[src/rtl/l2_eviction_buffer.sv]
// Write-back victim buffer between the L2 cache and physical memory.
// Victim lines are absorbed in one cycle and drained to pmem when L2 is quiet;
// L2 reads are forwarded from buffered lines or passed through to pmem.
module l2_eviction_buffer #(
   parameter int unsigned DEPTH = 2
) (
   input  logic         clk,
   input  logic         reset,
   input  logic         l2_read,
   input  logic         l2_write,
   input  logic [15:0]  l2_address,
   input  logic [127:0] l2_wdata,
   output logic [127:0] l2_rdata,
   output logic         l2_resp,
   output logic         pmem_read,
   output logic         pmem_write,
   output logic [15:0]  pmem_address,
   output logic [127:0] pmem_wdata,
   input  logic [127:0] pmem_rdata,
   input  logic         pmem_resp,
   output logic         buf_empty
);

   localparam int unsigned IW = (DEPTH > 1) ? $clog2(DEPTH) : 1;

   typedef enum logic [1:0] {IDLE, PMEM_READ, PMEM_WRITE, RESP} state_t;

   state_t         state, state_next;
   logic [DEPTH-1:0] valid;
   logic [11:0]    addr [DEPTH];
   logic [127:0]   data [DEPTH];

   logic           hit, full;
   logic [IW-1:0]  hit_idx, free_idx;
   logic           fwd, miss, merge, enq, drain, pop, capture;

   // Byte offset within the line is irrelevant to a line buffer.
   logic unused_offset;
   assign unused_offset = ^l2_address[3:0];

   assign buf_empty  = ~|valid;
   assign full       = &valid;
   assign pmem_read  = (state == PMEM_READ);
   assign pmem_write = (state == PMEM_WRITE);
   assign l2_resp    = (state == RESP);

   // Line-address match against valid entries and first free slot (entries stay packed at the low indices).
   always_comb begin
      hit      = 1'b0;
      hit_idx  = '0;
      free_idx = '0;
      for (int unsigned i = 0; i < DEPTH; i++) begin
         if (valid[i] && (addr[i] == l2_address[15:4]) && !hit) begin
            hit     = 1'b1;
            hit_idx = IW'(i);
         end
      end
      for (int unsigned i = DEPTH; i > 0; i--) begin
         if (!valid[i-1]) free_idx = IW'(i-1);
      end
   end

   // Next-state and action decode; IDLE serves L2 ahead of draining.
   always_comb begin
      state_next = state;
      fwd        = 1'b0;
      miss       = 1'b0;
      merge      = 1'b0;
      enq        = 1'b0;
      drain      = 1'b0;
      pop        = 1'b0;
      capture    = 1'b0;
      case (state)
         IDLE: begin
            if (l2_read) begin
               if (hit) begin
                  fwd        = 1'b1;
                  state_next = RESP;
               end else begin
                  miss       = 1'b1;
                  state_next = PMEM_READ;
               end
            end else if (l2_write && hit) begin
               merge      = 1'b1;
               state_next = RESP;
            end else if (l2_write && !full) begin
               enq        = 1'b1;
               state_next = RESP;
            end else if (!buf_empty) begin
               drain      = 1'b1;
               state_next = PMEM_WRITE;
            end
         end
         PMEM_READ: begin
            if (pmem_resp) begin
               capture    = 1'b1;
               state_next = RESP;
            end
         end
         PMEM_WRITE: begin
            if (pmem_resp) begin
               pop        = 1'b1;
               state_next = IDLE;
            end
         end
         RESP:    state_next = IDLE;
         default: state_next = IDLE;
      endcase
   end

   // State register.
   always_ff @(posedge clk or posedge reset) begin
      if (reset) state <= IDLE;
      else       state <= state_next;
   end

   // Registered data/address outputs; l2_rdata holds between responses.
   always_ff @(posedge clk or posedge reset) begin
      if (reset) begin
         l2_rdata     <= '0;
         pmem_address <= '0;
         pmem_wdata   <= '0;
      end else begin
         if (fwd)     l2_rdata <= data[hit_idx];
         if (capture) l2_rdata <= pmem_rdata;
         if (miss)    pmem_address <= {l2_address[15:4], 4'h0};
         if (drain) begin
            pmem_address <= {addr[0], 4'h0};
            pmem_wdata   <= data[0];
         end
      end
   end

   // Valid bits: enqueue at first free slot, shift down on head pop.
   always_ff @(posedge clk or posedge reset) begin
      if (reset) begin
         valid <= '0;
      end else begin
         if (enq) valid[free_idx] <= 1'b1;
         if (pop) begin
            for (int unsigned i = 0; i + 1 < DEPTH; i++) valid[i] <= valid[i+1];
            valid[DEPTH-1] <= 1'b0;
         end
      end
   end

   // Entry payload: merge in place, enqueue at tail, shift toward the head on pop.
   always_ff @(posedge clk) begin
      if (merge) data[hit_idx] <= l2_wdata;
      if (enq) begin
         addr[free_idx] <= l2_address[15:4];
         data[free_idx] <= l2_wdata;
      end
      if (pop) begin
         for (int unsigned i = 0; i + 1 < DEPTH; i++) begin
            addr[i] <= addr[i+1];
            data[i] <= data[i+1];
         end
      end
   end

endmodule
[config.mk]
export PLATFORM = sky130hd
export DESIGN_NAME = l2_eviction_buffer
export DESIGN_NICKNAME = d
export VERILOG_FILES = /design/src/rtl/l2_eviction_buffer.sv
export SDC_FILE = /design/constraint.sdc
export NUM_CORES = 1
export LEC_CHECK = 0
export ABC_AREA = 1
export CAP_MARGIN = 20
export CORE_MARGIN = 2
export CORE_UTILIZATION = 55
export CTS_CLUSTER_SIZE = 8
export DETAILED_ROUTE_END_ITERATION = 8
export DONT_BUFFER_PORTS = 1
export PLACE_DENSITY = 0.73
export REMOVE_ABC_BUFFERS = 1
export SLEW_MARGIN = 20
export SYNTH_ARGS = -nofsm -noshare
export SYNTH_HDL_FRONTEND = slang
export SYNTH_SLANG_ARGS = --single-unit
[constraint.sdc]
create_clock -name clk -period 6.8 [get_ports clk]
set_clock_uncertainty 0.05 [all_clocks]
set_input_delay 0 -clock clk [delete_from_list [all_inputs] [get_ports clk]]
set_output_delay 0 -clock clk [all_outputs]
set_load 0.1 [all_outputs]
[After elaboration in Yosys (flattened, before gate mapping)]
Memory sizes are Yosys's and may differ from the RTL's. A register that Yosys moved wholly into a read port is not among the register bits.
Index checks and enable logic that the tools add are counted.
Cells by class
  muxes and demuxes: 57
  bitwise logic cells: 1
  eq/ne operators: 8
  magnitude comparators: 2
  reduce and logical (&&, ||, !) cells: 19
Operator list (number)
  $mux 128: 4
  $reduce_or 128->1: 2
  $mux 1: 39
  $mux 16: 2
  $eq 12x12->1: 2
  $mux 2: 9
  $mux 12: 1
  $reduce_or 12->1: 1
  $pmux 2 s4: 1
  $logic_and 1x1->1: 6
  $reduce_bool 2->1: 3
  $ne 5x5->1 const B: 1
  $eq 2x2->1 const B: 2
  $ne 2x1->1 const B: 2
  $logic_not 1->1: 3
  $reduce_and 3->1: 1
  $eq 2x1->1 const B: 1
  $logic_not 2->1: 1
  $lt 1x2->1 const B: 1
  $or 2x2->2: 1
  $reduce_and 2->1: 1
  $reduce_or 2->1: 1
  $demux 1 s1: 1
  $ge 1x1->1 const B: 1
Word-level totals
  bits of input ports: 277
  memories kept: 2
  register bits: 148
  RAM bits: 280
  word-level logic and storage cells: 93
  output and inout port bits: 276
Memory list
  data: depth 2, bits a word 128, read ports 3, clocked after memory_dff 1, wr ports 1, RTL line 31  | logic [127:0] data [DEPTH];
  addr: depth 2, bits a word 12, read ports 2, clocked after memory_dff 0, wr ports 1, RTL line 30  | logic [11:0] addr [DEPTH];

[Depth between registers and ports, before layout]
Gate-level depths: netlist (run 1).
  word-level depth: 15
  depth in mapped cells: 16
  gate-level depth less buffers: 14

[Worst setup path after synthesis (run 1)]
OpenSTA, ideal clock, no wires.
  kind: flip-flop to flip-flop
  from: register state[1]
  to: memory data[1][0] (enable)
  buffers on the path: 1
  arrival time: 7.850 ns
  path slack: -1.721 ns
  period minus slack after synthesis: 8.521 ns
  required time: 6.129 ns
  library setup time: 0.621 ns
  stages on the path, launching flop included: 8
  cells stage by stage: dfrtp_1 -> inv_1 -> nor2_1 -> nand2_1 -> clkbuf_1 -> nand2_1 -> inv_1 -> nor2_1
On the way
  elaborated cells on any way between the ends: 17
  classes of those cells: eq/ne: 1; mux: 13; reduce/logical: 3
RTL lines
  start, declared: RTL line 28  | state_t state, state_next;
  start signal, assigned: RTL line 114  | else state <= state_next;
  $eq 2x2->1 *
  via pmem_write: RTL line 16  | output logic pmem_write,
  $mux 1 *: RTL line 73  | case (state)
  $mux 1 *: RTL line 154  | if (pop) begin
  $mux 1 (implied by the code) *: RTL line 157  | data[i] <= data[i+1];
  $reduce_or 128->1 (no source line)
  $mux 1 (no source line)
  end, declared: RTL line 31
Mark *: on every way through the listed nets, which the timed path passes. The rest lies on a longest branch.

==> impl_metrics.json, run 1 <==
{
  "status": "completed",
  "place_hpwl_um": 41100,
  "hp-class": "input port to async pin",
  "drive_gt1_share_pct": 4.35,
  "drcViolationCount": 0,
  "cts_root_buf": "clkbuf_16",
  "cts_max_path_buffers": 3,
  "core_sq_mm": 0.0453,
  "vias": 21400,
  "grt_pass1_vias": 20800,
  "boundaryPins": 553,
  "layout_min_cycle_time_ns": 4.10,
  "finalWirelength_um": 74000,
  "max_slew_margin_pct": 19.4,
  "rows": 78,
  "multiInputGateArea_sq_mm": 0.00795,
  "rsz0062_at_grt": "false",
  "cts_made_buffers": 79,
  "grt_overflow_total": 0,
  "wl_per_cell_um": 19.4,
  "hold_viol": 0,
  "dieHeight_um": 218,
  "max_freq_mhz": 244,
  "htree_levels": 3,
  "cp-start-kind": "flop",
  "ys_seq_elements": 552,
  "finalSetupViolCount": 0,
  "layout_common_cells": "nand2_1 (1,158), inv_1 (298), dlygate4sd3_1 (289), edfxtp_1 (280), dfrtp_1 (272)",
  "nFillCells": 3228,
  "worst_slew_pin_slew_ns": 1.21,
  "grt_start_max_net_pins": 174,
  "min_period_over_period_pct": 60.3,
  "synthDistinctLibCells": 27,
  "r2r_start": "addr[0][6]$_DFFE_PP_",
  "cts.sinks": 552,
  "dr.pass1.iters": 6,
  "cts_resized": 0,
  "synth_area_sq_mm": 0.0251,
  "yosysSeqAreaShare_pct": 60.5,
  "critPathMaxFanout": 65,
  "seq_area_sq_mm": 0.0152,
  "reg2reg_slack_ns": 2.70,
  "yosys_warnings": 0,
  "worstSetupEndpoint": "pmem_address[6]$_DFFE_PP0P_",
  "regToRegEndpoint": "pmem_address[6]$_DFFE_PP0P_",
  "crit_required_ns": 7.29,
  "antenna_found_initial": 5,
  "ant_nets": 0,
  "vias_per_cell": 5.60,
  "cts_tree": "yes",
  "clock_latency_ns": 0.61,
  "drtIter0Drc": 2244,
  "avgSynthCellArea_sq_um": 8.56,
  "port_buffers": 0,
  "synthCells": 2935,
  "initial_core_util_pct": 55.5,
  "area_growth_syn_to_layout_pct": 21.8,
  "criticalPathCategory": "flop to flop",
  "endpoint_kind": "flop",
  "grt_pass1_wl_um": 113000,
  "arrival_ns": 4.59,
  "grt_util_all_layers_pct": 30.4,
  "die_x_um": 218,
  "utilization_pct": 67.6,
  "final_nets": 3427,
  "slew_viol_final": 0,
  "dieArea_sq_mm": 0.0474,
  "gp_congestion": 0.848,
  "final_common_cell": "nand2_1",
  "cap_violations": 0,
  "clk_pin_slew_ns": 0.06,
  "crit_start": "addr[0][6]$_DFFE_PP_",
  "reg2reg_depth": 15
}
[routing by layer]
metal / global-route usage (%) / wire length (um) / vias up
met4: 15.5 / 3450 / 6
met2: 49.7 / 35800 / 1245
met1: 36.9 / 27200 / 10200
li1: - / - / 9719
met3: 8.52 / 7550 / 226
met5: 0 / 31 / -
[flip-flops by register name, indices dropped and copies added (netlist names)]
name	count
data	256
l2_rdata	128
pmem_wdata	128
addr	24
pmem_address	12
state	2
valid	2
[layout make-up]
cell class	count	area share, %
clock buffers	143	7.66
flip-flops and latches	552	49.7
inverters	310	3.85
well taps	600	2.45
clock inverters	3	0.180
diodes	3	0.0245
multi-input cells	1895	26.0
repair buffers	312	10.2
[synthesized netlist by cell type]
master / n / area share [%]
a31oi_1: 1 / 0.025
buf_2: 61 / 1.2
nand4_1: 2 / 0.050
a21oi_1: 129 / 2.6
conb_1: 1 / 0.015
inv_1: 300 / 4.5
dfrtp_1: 272 / 27
clkbuf_1: 80 / 1.2
buf_4: 15 / 0.45
nand2_1: 1162 / 17
xnor2_1: 1 / 0.035
edfxtp_1: 280 / 33
nor2_1: 156 / 2.3
nor3_2: 1 / 0.040
nand3_2: 1 / 0.040
nand2_2: 4 / 0.10
a21boi_0: 1 / 0.030
o21a_1: 1 / 0.030
a21boi_1: 1 / 0.030
nand2_4: 1 / 0.045
buf_6: 12 / 0.54
nand3_1: 156 / 3.1
buf_1: 13 / 0.19
o21ai_1: 87 / 1.7
o21ai_0: 186 / 3.7
o22ai_1: 1 / 0.025
inv_2: 10 / 0.15
[how the worst min path moves through the flow]
stage	startpoint	end	slack, ns	cells past startpoint
6_report	reset	pmem_wdata[66]$_DFFE_PP0P_	0.03	2
2_1_floorplan	pmem_resp	state[1]$_DFFE_PP0P_	0.11	3
5_1_grt	reset	l2_rdata[66]$_DFFE_PP0P_	0.10	2
3_5_place_dp	reset	pmem_wdata[66]$_DFFE_PP0P_	0.03	1
3_3_place_gp	reset	l2_rdata[66]$_DFFE_PP0P_	0.03	1
4_1_cts	reset	pmem_wdata[66]$_DFFE_PP0P_	0.04	2
[what timing repair did]
action,in CTS,in global routing
hold buffers,289,0
buffers inserted,0,0
hold endpoints to repair,532,0
[critical path, cell delays in order (launching register included)]
cell	delay, ns
edfxtp_1	0.39
inv_1	0.10
nand2_1	0.05
nand2_1	0.06
nor2_1	0.04
nand2_1	0.08
nor2_1	0.07
nand2_4	0.69
nand2_2	0.24
nor2_1	0.75
nand2_1	0.09
dlygate4sd3_1	0.59
nand2_1	0.09
nand2_1	0.10
dlygate4sd3_1	0.58
nand2_1	0.06
[cells by family after synthesis]
group / share of synthesized area [%]
xor gates and xnor gates: 0.0348
and+or+nand+nor: 23.1
buffers and inverters: 8.22
AOI/OAI and AO/OA: 8.14
DFF: 60.5
other: 0.0149
[through the flow]
stage	cells	hold WS, ns	area, sq um	setup TNS (ns)	setup slack, ns
6_report	3818	0.0252	30600	0	2.70
5_1_grt	3817	0.100	30600	0	2.39
4_1_cts	3813	0.0405	30600	0	2.86
3_5_place_dp	3378	0.0300	25300	0	2.93
3_3_place_gp	3378	0.0272	25300	0	2.94
2_1_floorplan	2757	0.115	24200	-1940.28	-5.52
Power of run 1 is not shown: default switching activity piles up to over one toggle a cycle in this logic, so the estimate is an artifact.
==> inputs of run 2 (changes only) <==
- clock period: 6.8 -> 3.55 ns (I/O delays scaled with it)
==> impl_metrics.json, run 2 (same netlist as run 1, synthesis figures left out) <==
{
  "reg2reg_slack_ns": 0.35,
  "clock_latency_ns": 0.61,
  "grt_util_all_layers_pct": 31.1,
  "area_growth_syn_to_layout_pct": 21.9,
  "final_nets": 3431,
  "cts.sinks": 552,
  "grt_pass1_vias": 21400,
  "rsz0062_at_grt": "false",
  "hp-class": "input port to async pin",
  "final_common_cell": "nand2_1",
  "antenna_found_initial": 5,
  "dr.pass1.iters": 6,
  "die_x_um": 218,
  "largest-register": "data",
  "boundaryPins": 553,
  "clk_pin_slew_ns": 0.05,
  "cp-start-kind": "flop",
  "critPathMaxFanout": 83,
  "worst_slew_pin_slew_ns": 1.09,
  "r2r_start": "addr[0][8]$_DFFE_PP_",
  "port_buffers": 0,
  "criticalPathCategory": "flop to flop",
  "cap_violations": 0,
  "grt_start_max_net_pins": 205,
  "rows": 78,
  "drcViolationCount": 0,
  "htree_levels": 3,
  "dpl_cell_area_sq_mm": 0.0256,
  "max_freq_mhz": 313,
  "wl_per_cell_um": 19.7,
  "drtIter0Drc": 2005,
  "crit_required_ns": 3.98,
  "largestRegisters": "data x256, l2_rdata x128, pmem_wdata x128",
  "endpoint_kind": "flop",
  "cts_made_buffers": 78,
  "stdcell_area_sq_mm": 0.0306,
  "vias_per_cell": 5.64,
  "grt_pass1_wl_um": 115000,
  "dieArea_sq_mm": 0.0474,
  "vias": 21500,
  "min_period_over_period_pct": 90.0,
  "cts_max_path_buffers": 3,
  "crit_start": "addr[0][8]$_DFFE_PP_",
  "worst_slack_ns": 0.353,
  "cts_tree": "yes",
  "max_slew_margin_pct": 27.6,
  "core_sq_mm": 0.0453,
  "layout_common_cells": "nand2_1 (1,158), inv_1 (298), dlygate4sd3_1 (284), edfxtp_1 (280), dfrtp_1 (272)",
  "slew_viol_final": 0,
  "status": "completed",
  "place_hpwl_um": 42300,
  "finalWirelength_um": 75200,
  "layout_min_cycle_time_ns": 3.20,
  "dp_slack_ns": 0.885,
  "cts_root_buf": "clkbuf_16",
  "arrival_ns": 3.63,
  "postCtsSetupRepairBufs": 0,
  "drive_gt1_share_pct": 4.55,
  "dieHeight_um": 218,
  "initial_core_util_pct": 55.5,
  "gp_congestion": 0.864,
  "largest_reg_flops": 256,
  "ant_nets": 0,
  "hold_viol": 0,
  "finalSetupViolCount": 0,
  "grt_overflow_total": 0
}
-- run 2: layer usage --
| metal | vias to the layer above | part of all wire (%) | global-route usage [%] |
|---|---|---|---|
| met2 | 1354 | 48 | 51.5 |
| met1 | 10100 | 36 | 36.7 |
| met3 | 306 | 10 | 8.37 |
| li1 | 9733 | - | - |
| met5 | - | 0.032 | 0 |
| met4 | 4 | 5.5 | 17.8 |
-- run 2: layout make-up --
cell class,instances,area (sq um)
antenna,3,7.51
clock buffer,131,2190
clock inverter,4,42.5
fill,3229,14600
inverter,310,1180
multi-input combinational,1895,7940
sequential,552,15200
tap,600,751
timing repair buffer,317,3320
-- run 2: final timing paths --
kind                                                 to  cells after the start
min in group clk                   data[0][5]$_DFFE_PP_                      3
min                            l2_rdata[28]$_DFFE_PP0P_                      2
max in group asynchronous   pmem_wdata[124]$_DFFE_PP0P_                      3
max                        pmem_address[14]$_DFFE_PP0P_                     14
max reg2reg                pmem_address[14]$_DFFE_PP0P_                     14
min reg2reg                  pmem_wdata[34]$_DFFE_PP0P_                      2
-- run 2: stage by stage --
step | TNS, ns | std cells | hold slack [ns] | util [%]
after CTS | 0 | 3809 | 0.0660 | 67.6
after floorplan | -5119.81 | 2757 | 0.115 | -
after global placement | 0 | 3390 | 0.0213 | 56.4
after global routing | 0 | 3812 | 0.118 | 67.7
after detailed placement | 0 | 3390 | 0.0390 | 56.4
final | 0 | 3812 | 0.0651 | 67.7
-- run 2: what timing repair did --
action,CTS,global route
endpoints found under the setup margin,0,1
hold endpoints to repair,569,0
gates resized for setup,0,1
hold buffers,284,0
-- run 2: critical path, cell delays in order, from the launching register on --
cell and delay [ns]:
edfxtp_1 0.40, nand2_1 0.09, nand2_1 0.05, nor2_1 0.13, nand2_1 0.09, nor2_1 0.19, nand2_4 0.11, nand3_2 0.10
nand2_2 0.23, nand2_8 0.53, buf_4 0.32, nand2_1 0.07, nand2_1 0.07, dlygate4sd3_1 0.57, nand2_1 0.06
Power of run 2 is left out for the same reason.
